[src/rtl/fft_stage_sequencer.sv]
// Address sequencer for an in-place radix-2 DIT FFT driving one pipelined BFU.
// Issues A/B read and twiddle addresses per butterfly and replays them as write-back addresses PIPE clocks later.
module fft_stage_sequencer #(
    parameter int unsigned LOG2N   = 3,
    parameter int unsigned BFU_LAT = 3,
    parameter int unsigned RAM_LAT = 1
) (
    input  logic                       clk,
    input  logic                       clr,
    input  logic                       start,
    output logic                       busy,
    output logic                       done,
    output logic [$clog2(LOG2N)-1:0]   stage,
    output logic                       rd_en,
    output logic [LOG2N-1:0]           rd_addr_a,
    output logic [LOG2N-1:0]           rd_addr_b,
    output logic [LOG2N-2:0]           tw_addr,
    output logic                       wr_en,
    output logic [LOG2N-1:0]           wr_addr_a,
    output logic [LOG2N-1:0]           wr_addr_b
);

    localparam int unsigned PIPE = RAM_LAT + BFU_LAT;
    localparam int unsigned HALF = 1 << (LOG2N - 1);
    localparam int unsigned STW  = $clog2(LOG2N);
    localparam int unsigned KW   = LOG2N - 1;
    localparam int unsigned TWW  = LOG2N - 1;
    localparam int unsigned DW   = $clog2(PIPE + 1);

    localparam logic [1:0] S_IDLE   = 2'd0;
    localparam logic [1:0] S_ISSUE  = 2'd1;
    localparam logic [1:0] S_DRAIN  = 2'd2;
    localparam logic [1:0] S_FINISH = 2'd3;

    logic [1:0]       state, state_nxt;
    logic [KW-1:0]    k, k_nxt;
    logic [STW-1:0]   stage_nxt;
    logic [DW-1:0]    drain_cnt, drain_nxt;

    logic [LOG2N-1:0] kx, span, pos, addr_a, addr_b;
    logic [TWW-1:0]   tw;
    logic             rd_en_nxt, busy_nxt, done_nxt;

    logic [PIPE-1:0]  vld_sr;
    logic [LOG2N-1:0] a_sr [PIPE];
    logic [LOG2N-1:0] b_sr [PIPE];

    // State, counters and issue-side outputs
    always_ff @(posedge clk or posedge clr) begin
        if (clr) begin
            state     <= S_IDLE;
            k         <= '0;
            stage     <= '0;
            drain_cnt <= '0;
            busy      <= 1'b0;
            done      <= 1'b0;
            rd_en     <= 1'b0;
            rd_addr_a <= '0;
            rd_addr_b <= '0;
            tw_addr   <= '0;
        end else begin
            state     <= state_nxt;
            k         <= k_nxt;
            stage     <= stage_nxt;
            drain_cnt <= drain_nxt;
            busy      <= busy_nxt;
            done      <= done_nxt;
            rd_en     <= rd_en_nxt;
            rd_addr_a <= addr_a;
            rd_addr_b <= addr_b;
            tw_addr   <= tw;
        end
    end

    // Next state plus registered-output precompute from the next-cycle counters
    always_comb begin
        state_nxt = state;
        k_nxt     = k;
        stage_nxt = stage;
        drain_nxt = drain_cnt;

        case (state)
            S_IDLE: begin
                if (start) begin
                    state_nxt = S_ISSUE;
                    k_nxt     = '0;
                    stage_nxt = '0;
                end
            end
            S_ISSUE: begin
                if (k == KW'(HALF - 1)) begin
                    state_nxt = S_DRAIN;
                    drain_nxt = DW'(PIPE);
                end else begin
                    k_nxt = k + KW'(1);
                end
            end
            S_DRAIN: begin
                if (drain_cnt == DW'(1)) begin
                    if (stage == STW'(LOG2N - 1)) begin
                        state_nxt = S_FINISH;
                    end else begin
                        state_nxt = S_ISSUE;
                        stage_nxt = stage + STW'(1);
                        k_nxt     = '0;
                    end
                end else begin
                    drain_nxt = drain_cnt - DW'(1);
                end
            end
            S_FINISH: state_nxt = S_IDLE;
            default:  state_nxt = S_IDLE;
        endcase

        rd_en_nxt = (state_nxt == S_ISSUE);
        busy_nxt  = (state_nxt == S_ISSUE) || (state_nxt == S_DRAIN);
        done_nxt  = (state_nxt == S_FINISH);

        // Insert a zero at bit 'stage' of k to form the A index; B sits one span above
        kx     = LOG2N'(k_nxt);
        span   = LOG2N'(1) << stage_nxt;
        pos    = kx & (span - LOG2N'(1));
        addr_a = '0;
        addr_b = '0;
        tw     = '0;
        if (rd_en_nxt) begin
            addr_a = (((kx >> stage_nxt) << stage_nxt) << 1) | pos;
            addr_b = addr_a + span;
            tw     = TWW'(pos) << (STW'(LOG2N - 1) - stage_nxt);
        end
    end

    // Write-back delay line matching RAM read plus BFU latency
    always_ff @(posedge clk or posedge clr) begin
        if (clr) begin
            vld_sr <= '0;
            for (int unsigned i = 0; i < PIPE; i++) begin
                a_sr[i] <= '0;
                b_sr[i] <= '0;
            end
        end else begin
            vld_sr[0] <= rd_en;
            a_sr[0]   <= rd_addr_a;
            b_sr[0]   <= rd_addr_b;
            for (int unsigned i = 1; i < PIPE; i++) begin
                vld_sr[i] <= vld_sr[i-1];
                a_sr[i]   <= a_sr[i-1];
                b_sr[i]   <= b_sr[i-1];
            end
        end
    end

    assign wr_en     = vld_sr[PIPE-1];
    assign wr_addr_a = a_sr[PIPE-1];
    assign wr_addr_b = b_sr[PIPE-1];

endmodule

[config.mk]
export PLATFORM = sky130hd
export DESIGN_NAME = fft_stage_sequencer
export DESIGN_NICKNAME = d
export VERILOG_FILES = /design/src/rtl/fft_stage_sequencer.sv
export SDC_FILE = /design/constraint.sdc
export NUM_CORES = 1
export LEC_CHECK = 0
export CELL_PAD_IN_SITES_DETAIL_PLACEMENT = 0
export CELL_PAD_IN_SITES_GLOBAL_PLACEMENT = 1
export CORE_MARGIN = 2
export CORE_UTILIZATION = 40
export DETAILED_ROUTE_END_ITERATION = 12
export PLACE_DENSITY_LB_ADDON = 0.1
export SYNTH_ARGS = -nofsm -noshare
export SYNTH_HDL_FRONTEND = slang
export SYNTH_SLANG_ARGS = --single-unit
[constraint.sdc]
create_clock -name clk -period 6.92 [get_ports clk]
set_input_delay 2.076 -clock clk [delete_from_list [all_inputs] [get_ports clk]]
set_output_delay 2.076 -clock clk [all_outputs]
set_load 0.03 [all_outputs]
== After elaboration in Yosys (flattened, before gate mapping) ==
Index checks and enable logic that the tools add are counted.

* Word-level logic and storage cells: 66
* Input bits: 3
* Flip-flop bits (word level): 48

* Equal/unequal tests: 11
* Bitwise gates (word level): 2
* Reduce and logical (&&, ||, !) cells: 4
* Add/sub/neg operators: 6
* Muxes and demuxes: 20
* Shift-type cells: 4

{| class="wikitable"
|+ Operator list
! kind !! count
|-
| two-way mux 2 bit || 12
|-
| equality test 2 bit, second input constant || 6
|-
| two-way mux 3 bit || 4
|-
| case mux 2 bit (4 select lines) || 1
|-
| case mux 2 bit (3 select lines) || 1
|-
| case mux 3 bit (2 select lines) || 1
|-
| subtractor 3 x 1 -> 3 bit, second input constant || 2
|-
| adder 2 x 1 -> 2 bit, second input constant || 2
|-
| equality test 2 x 1 -> 1 bit, second input constant || 2
|-
| inequality test 2 bit, second input constant || 2
|-
| case mux 2 bit (2 select lines) || 1
|-
| adder 3 bit || 1
|-
| AND 2 x 3 -> 3 bit || 1
|-
| equality test 3 x 1 -> 1 bit, second input constant || 1
|-
| bitwise OR 3 bit || 1
|-
| AND reduction 3 bit || 1
|-
| left shift 1 x 2 -> 3 bit, first input constant || 1
|-
| left shift 3 x 2 -> 2 bit || 1
|-
| right shift 2 x 2 -> 3 bit || 1
|-
| zero test 2 bit || 1
|-
| nonzero test 2 bit || 1
|-
| left shift 2 x 2 -> 2 bit || 1
|-
| subtractor 2 bit, first input constant || 1
|-
| logical OR 1 bit || 1
|}

== Logic depth before layout (Yosys ltp) ==
Gate-level depths: netlist (run 1).

* Depth after elaboration: 10
* Depth in mapped cells: 15
* Mapped depth without buffers: 15

== Worst setup path before layout (run 1) ==
OpenSTA, ideal clock, no wires.

* Path type: input to register
* Start point: input start
* End point: register rd_addr_b[2]
* Stages: 11
* Setup time: 0.104 ns
* Path slack: 2.520 ns
* Arrival time: 4.296 ns
* Path buffers: 0
* Cell sequence: and2b_1 > o21bai_4 > a22oi_2 > inv_1 > ha_1 > nor2_1 > or2_2 > a32oi_1 > fa_1 > or4_1 > o311ai_1

* Cells in the longest elaborated chain, start to end: 8
* Elaborated cells between the ends (all ways): 15
* Those cells by class: 2 x add/sub; 1 x eq/ne; 3 x shift; 7 x mux; 2 x bitwise

{| class="wikitable"
|+ Ends and longest elaborated chain
! item !! RTL line !! RTL
|-
| start: declaration || 10 || <nowiki>input logic start,</nowiki>
|-
| two-way mux 2 bit (*) || 84 || <nowiki>if (start) begin</nowiki>
|-
| case mux 2 bit (2 select lines) (*) || 82 || <nowiki>case (state)</nowiki>
|-
| via stage_nxt[0] || 37 || <nowiki>logic [STW-1:0] stage_nxt;</nowiki>
|-
| left shift 1 x 2 -> 3 bit || 121 || <nowiki>span = LOG2N'(1) << stage_nxt;</nowiki>
|-
| subtractor 3 x 1 -> 3 bit || 122 || <nowiki>pos = kx & (span - LOG2N'(1));</nowiki>
|-
| AND 2 x 3 -> 3 bit || 122 ||
|-
| bitwise OR 3 bit || 127 || <nowiki>addr_a = (((kx >> stage_nxt) << stage_nxt) << 1) | pos;</nowiki>
|-
| adder 3 bit (*) || 128 || <nowiki>addr_b = addr_a + span;</nowiki>
|-
| two-way mux 3 bit (*) || 126 || <nowiki>if (rd_en_nxt) begin</nowiki>
|-
| via addr_b[2] || 40 || <nowiki>logic [LOG2N-1:0] kx, span, pos, addr_a, addr_b;</nowiki>
|-
| end signal: assignment || 70 || <nowiki>rd_addr_b <= addr_b;</nowiki>
|-
| end: declaration || 16 || <nowiki>output logic [LOG2N-1:0] rd_addr_b,</nowiki>
|}

The timed path passes the listed nets; every way through them passes the cells marked *.
A chain may end at the register's enable or synchronous reset.

== Worst setup path in the final report (run 1) ==
Ends and elaborated chain as after synthesis.

==> key figures, run 1 <==
Outcome
  • Outcome: finished clean

Finish
  • Most frequent cells in the layout: 48 x dfrtp_1, 22 x clkdlybuf4s50_1, 12 x inv_1, 12 x ha_1
  • Fill count: 388
  • Final core utilization: between 50% and 60%
  • Share of layout cells above drive strength 1: 10.2%
  • Commonest non-fill, non-tap cell in the layout: dfrtp_1
  • Synth-to-layout area growth: 18.9%
  • N_diodes: 0
  • Final nets: 182

Global route
  • Vias in the first global route: 1,076
  • First-pass GRT wire length: 5.05 mm
  • Pin count of the biggest net entering global routing: 49
  • Antenna violations before repair: 0
  • GRT Resource Usage Total: between 10 and 15%
  • Final global-route overflow total: 0

Route
  • Number of remaining DRC errors: 0
  • Post-route ant nets: 0
  • Drt pass-1 iters: 4
  • DR vias/cell: just under 5
  • Avg WL per Cell: around 13 µm
  • Routed via count: 1,072
  • Final WL: 2.96 mm
  • WL met3: ~130 µm
  • DR WL met2: 1.44 mm
  • Top Metal Used: met4
  • Initial DRC Count: 49
  • DRT met1 WL: between 1 and 1.5 mm

Yosys
  • Syn avg cell area: 13.1 µm²
  • Synth unique cells: 38
  • Register bit total from synthesis: 48
  • Post-synth EDFFs: 0
  • Largest cells by area after synthesis: dfrtp_1 64%, ha_1 8.0%, inv_1 2.6%
  • Synth Flop Type: dfrtp_1
  • Ys async rst share: 100%
  • Synth area leader: dfrtp_1
  • YS warnings: 0
  • Post-Syn Instances: about 140
  • Synth top area share: approximately 64%
  • Syn Nets: 159
  • Mapped Area: 1880 µm²
  • Sequential area share after synthesis: 64.0%

CTS
  • TritonCTS buffer count: 5
  • Worst skew pair latency: around 0.30 ns
  • TritonCTS Sinks: 48
  • Htree depth: 2
  • Clock transition at path regs: 0.09 ns
  • Postcts setup bufs: 0
  • Root buffer cell: clkbuf_8
  • CTS Hold Bufs: 0
  • Clock buffer depth: 2
  • CTS tree: done
  • # resized after CTS: 0

STA
  • Clock skew: 0.00501 ns
  • Slew @ Worst Pin: 0.953 ns
  • Post-route setup slack: 1.99 ns
  • RSZ-0062 raised after global routing: false
  • Final Setup Violations: 0
  • Headroom to the max-slew limit: between 30% and 40%
  • Final Hold Vio Count: 0
  • Crit share post-route: 71.3%
  • Setup TNS: 0 ns
  • Period minus WS final: 4.93 ns
  • Final Slew Violations: 0
  • Max Freq: approximately 200 MHz

Placed design
  • PortBufs: 22
  • Pre-CTS setup slack: 1.71 ns
  • Gp weighted congestion: 0.864
  • DPL Wire Length: about 2.1 mm

Floorplanning
  • Top Ports: 23
  • Initial core utilization: 42.2%
  • Die width: 72.5 µm
  • Row Count: 24
  • Die height: a little over 70 µm
  • Core Footprint: between 4000 and 5000 µm²
  • Die area: 5250 µm²

Worst setup path
  • Critical path fanouts, max: 6
  • Reg-to-reg startpoint: state[0]
  • Flop2flop setup slack: 3.41 ns
  • Worst EP required: slightly above 7 ns
  • Startpoint Class: input pin
  • Nature of the critical path endpoint: register
  • R2R cell count: 15
  • Crit Path Class: in2reg
  • CP Data Arrival Time: 5.14 ns
  • Critical R2R Capture: rd_addr_b[2]

Flow run
  • Max-cap violation count: 0

Power
  • Total power: 905 µW
  • Cell area power density: 406 nW/µm²
  • Internal cell power: between 500 and 600 µW
  • Peak supply drop: 0.000148 V
  • Clock group share of total power: 22.2%
  • Flop pwr share: between 40% and 50%
  • Leak pwr: between 0.001 and 0.0015 µW
  • Sw frac: 34.1%
  • Sw power: approximately 300 µW
  • Logic gate share of total power: 34.1%

Hold path
  • Hold Path End: b_sr[6]
  • Worst Hold Depth: 0
  • Hold path start: b_sr[9]
  • Hold Crit Class: reg2reg
-- per-layer routing --
| layer | track usage [%] | up-vias |
|---|---|---|
| li1 | - | 508 |
| met1 | 16.0 | 529 |
| met2 | 20.6 | 29 |
| met3 | 5.14 | 6 |
| met4 | 4.73 | 0 |
| met5 | 0 | - |
-- how the worst max path moves through the flow --
stage / startpoint / end / slack (ns)
3_3_place_gp: start / rd_addr_b[2] / 1.88
6_report: start / rd_addr_b[2] / 1.99
2_1_floorplan: start / rd_addr_b[2] / 2.52
5_1_grt: start / rd_addr_b[2] / 1.78
4_1_cts: start / rd_addr_b[2] / 2.02
3_5_place_dp: start / rd_addr_b[2] / 1.71
-- power by group through the flow --
stage          clock network (µW)  registers (µW)  logic [µW]
2_1_floorplan                   0             433         182
3_3_place_gp                    0             398         304
3_5_place_dp                    0             403         306
4_1_cts                       210             397         309
5_1_grt                       222             405         339
6_report                      201             395         309
-- Yosys cell counts (2+ instances only) --
library cell	number
dfrtp_1	48
nor3_1	2
and3_1	2
o211ai_1	2
mux2i_1	3
inv_1	13
ha_1	12
nor2b_1	4
buf_4	6
nand2_1	7
o21ai_0	6
a21oi_1	3
nand2b_1	3
nor2_1	7
and2_1	2
-- cells by family after synthesis --
group | synth area share (%)
DFF | 64.0
and+or+nand+nor | 10.9
AOI/OAI and AO/OA | 9.01
buffers and inverters | 5.20
adders and majority gates | 9.07
muxes | 1.60
other | 0.200
-- flip-flops by register name (all words and copies together), names as in the netlist, 3 cells and up --
register   count
a_sr           9
b_sr           9
vld_sr         4
drain_cnt      3
rd_addr_a      3
rd_addr_b      3
wr_addr_a      3
wr_addr_b      3
-- worst max-delay path, cell delays in order --
cell and delay [ns]:
clkdlybuf4s50_1 0.47, and2b_1 0.22, o21bai_4 0.20, a22oi_2 0.25, inv_1 0.16, ha_1 0.26, and2_1 0.16, or2_2 0.27
a32oi_1 0.26, fa_1 0.28, nand2_1 0.09, a211oi_1 0.22, mux2i_1 0.10, o311ai_1 0.10
-- metrics by stage --
| step | hold slack (ns) | instances | cell area, µm² |
|---|---|---|---|
| global placement | 0.332 | 211 | 2120 |
| detailed placement | 0.335 | 211 | 2120 |
| CTS | 0.353 | 219 | 2230 |
| finish | 0.353 | 219 | 2230 |
| floorplan | 0.331 | 143 | 1880 |
| global route | 0.364 | 219 | 2230 |
-- final cells by class --
cell class | instances | area (µm²) | share of cell area (%)
clock inverters | 3 | 46.3 | 2.08
repair buffers | 22 | 220 | 9.87
flip-flops and latches | 48 | 1200 | 53.8
well taps | 52 | 65.1 | 2.92
multi-input cells | 75 | 577 | 25.9
inverters | 14 | 52.6 | 2.36
clock buffers | 5 | 68.8 | 3.08
Note: power is estimated with default switching activity, not from simulation.
==> run 2: changes to the inputs <==
==> constraint.sdc (replaced) <==
create_clock -name clk -period 4.9 [get_ports clk]
set_input_delay 1.47 -clock clk [delete_from_list [all_inputs] [get_ports clk]]
set_output_delay 1.47 -clock clk [all_outputs]
set_load 0.03 [all_outputs]
==> results of run 2 <==
The final DEF is identical to that of run 1. Status: finished clean.
Main changes from that run: setup slack after placement 1.71 ns -> 0.301 ns; setup slack after layout 1.99 ns -> 0.574 ns; register-to-register setup slack 3.41 ns -> 1.39 ns; total power 905 µW -> 1280 µW; worst IR drop on VDD 0.000148 V -> 0.000209 V
==> run 3: changes to the inputs <==
--- a/config.mk
+++ b/config.mk
@@ -10,6 +10,7 @@
 export CORE_MARGIN = 2
 export CORE_UTILIZATION = 40
 export DETAILED_ROUTE_END_ITERATION = 12
+export MAX_ROUTING_LAYER = met4
 export PLACE_DENSITY_LB_ADDON = 0.1
 export SYNTH_ARGS = -nofsm -noshare
 export SYNTH_HDL_FRONTEND = slang
==> run 3 against run 2 <==
Clock skew unchanged. Non-clock buffer count is the same. Maximum frequency about the same. Clock power hardly changed. Sequential share of layout area is the same. Power is essentially flat. Worst hold slack did not move. Cell count unchanged. Global-route usage rose by 0.39 points. Via count decreased by 0.19%. Sequential cell count stayed put. Largest cell class unchanged.
==> key figures, run 3 (synthesis results as in run 1) <==
CTS
  • Root buffer cell: clkbuf_8
  • CTS Hold Bufs: 0 (unchanged)
  • TritonCTS buffer count: 5 (unchanged)
  • Worst skew pair latency: 0.30 ns (about the same)
  • TritonCTS Sinks: 48 (unchanged)
  • # resized after CTS: 0 (unchanged)
  • Htree depth: 2 (unchanged)
  • Postcts setup bufs: 0 (unchanged)
  • CTS tree: done
  • Clock transition at path regs: 0.09 ns (about the same)
  • Clock buffer depth: 2 (unchanged)

Worst setup path
  • CP Data Arrival Time: between 4 and 5 ns
  • Slowest CP cell: clkdlybuf4s50_1
  • Critical R2R Capture: rd_addr_b[2]
  • WP buf/inv: 2 (unchanged)
  • Startpoint Class: input pin
  • Top delay family on crit path: compound AO/OA/AOI/OAI gates
  • Max incr delay on CP: 0.47 ns (about the same)
  • Cell Chain, Critical Path: clkdlybuf4s50_1, and2b_1, o21bai_4, a22oi_2, inv_1, ha_1, and2_1, or2_2, a32oi_1, fa_1, nand2_1, a211oi_1, mux2i_1, o311ai_1
  • Worst setup path start: start
  • Critical path fanouts, max: 6 (unchanged)
  • Flop2flop setup slack: 1.39 ns
  • Nature of the critical path endpoint: register
  • Crit Path Class: in2reg
  • R2R cell count: 15 (unchanged)
  • Worst EP required: 5.10 ns
  • Reg-to-reg startpoint: state[0]

Placed design
  • PortBufs: 22 (unchanged)
  • Placed inst area: 2120 µm² (unchanged)
  • Gp weighted congestion: 0.878 (+1.6%)
  • Cell count after placement: 211 (unchanged)
  • DPL Wire Length: 2.07 mm (unchanged)

Global route
  • Antenna violations before repair: 0 (unchanged)
  • GRT Resource Usage Total: 13.3% (+0.39 points)
  • First-pass GRT wire length: 5.05 mm (unchanged)
  • Final global-route overflow total: 0 (unchanged)
  • Vias in the first global route: 1,077 (+0.093%)
  • Pin count of the biggest net entering global routing: 49 (unchanged)

Floorplanning
  • Row Count: 24 (unchanged)
  • Initial core utilization: 42.2% (unchanged)
  • Core Footprint: 4440 µm² (unchanged)
  • Top Ports: 23 (unchanged)
  • Die width: 72.5 µm (unchanged)
  • Die area: 5250 µm² (unchanged)
  • Die height: 72.5 µm (unchanged)

Finish
  • Commonest non-fill, non-tap cell in the layout: dfrtp_1
  • Share of layout cells above drive strength 1: 10.2% (unchanged)
  • N_diodes: 0 (unchanged)
  • Most frequent cells in the layout: 48 x dfrtp_1, 22 x clkdlybuf4s50_1, 12 x inv_1, 12 x ha_1
  • Fin area: 2230 µm² (unchanged)
  • Synth-to-layout area growth: 18.9% (unchanged)
  • Top Registers: a_sr: 9 flops, b_sr: 9 flops, vld_sr: 4 flops
  • Final nets: 182 (unchanged)
  • Non-filler cells, final: 219 (unchanged)

Power
  • Peak supply drop: 0.000209 V
  • Leak pwr: 0.00104 µW (unchanged)
  • Cell area power density: 573 nW/µm²

STA
  • Period minus WS final: 4.33 ns
  • Clock skew: 0.00501 ns (unchanged)
  • Final Slew Violations: 0 (unchanged)
  • Final Hold Vio Count: 0 (unchanged)
  • Slew @ Worst Pin: 0.951 ns (-0.00128 ns)
  • Final hold slack: 0.353 ns (unchanged)
  • Crit share post-route: 88.3%
  • Setup TNS: 0 ns (unchanged)
  • Headroom to the max-slew limit: 36.5% (+0.085 points)
  • Max Freq: between 200 and 250 MHz
  • Final Setup Violations: 0 (unchanged)
  • RSZ-0062 raised after global routing: false

Route
  • Routed via count: 1,070 (-0.19%)
  • Number of remaining DRC errors: 0 (unchanged)
  • DR vias/cell: 4.89 (-0.19%)
  • Avg WL per Cell: 13.5 µm (+0.24%)
  • Post-route ant nets: 0 (unchanged)
  • Final WL: 2.96 mm (+0.24%)
  • Drt pass-1 iters: 4 (unchanged)
  • Initial DRC Count: 54 (+10%)

Hold path
  • Worst Hold Depth: 0 (unchanged)
  • Hold Crit Class: reg2reg
  • Hold path start: b_sr[9]
  • Hold Path End: b_sr[6]

Outcome
  • Outcome: finished clean

Flow run
  • Max-cap violation count: 0 (unchanged)
[run 3: cell counts in the layout (fill, tap and decap cells not counted)]
No cell type changed its count.
[run 3: worst max-delay path by stage]
stage / end / slack [ns] / cells after the start
final: rd_addr_b[2] / 0.57 / 14
after global routing: rd_addr_b[2] / 0.36 / 14
after CTS: rd_addr_b[2] / 0.61 / 14
after detailed placement: rd_addr_b[2] / 0.30 / 14
after global placement: rd_addr_b[2] / 0.46 / 14
after floorplan: rd_addr_b[2] / 1.11 / 11
[run 3: final cells by class]
class                           count  area (µm²)
Multi-Input combinational cell     75         577
Inverter                           14        52.6
Clock inverter                      3        46.3
Clock buffer                        5        68.8
Tap cell                           52        65.1
Sequential cell                    48        1200
Timing Repair Buffer               22         220
Fill cell                         388        2210
[run 3: layer usage]
metal	GRT usage [%]	routed length, µm	up-vias
met4	4.73	40	0
met1	16.0	1360	527
met5	-	0	-
met2	20.6	1440	29
met3	5.14	129	6
li1	-	-	508
[run 3: power by group]
group / switching, µW / internal (µW)
clock network: 131 / 154
registers: 45.5 / 512
logic: 260 / 176
total: 436 / 842
[run 3: metrics by stage]
stage	worst slack (ns)	total power, µW	util [%]
after floorplan	1.11	868	-
after global placement	0.461	992	47.6
after detailed placement	0.301	1000	47.6
after CTS	0.606	1290	50.2
after global routing	0.362	1360	50.2
final	0.574	1280	50.2
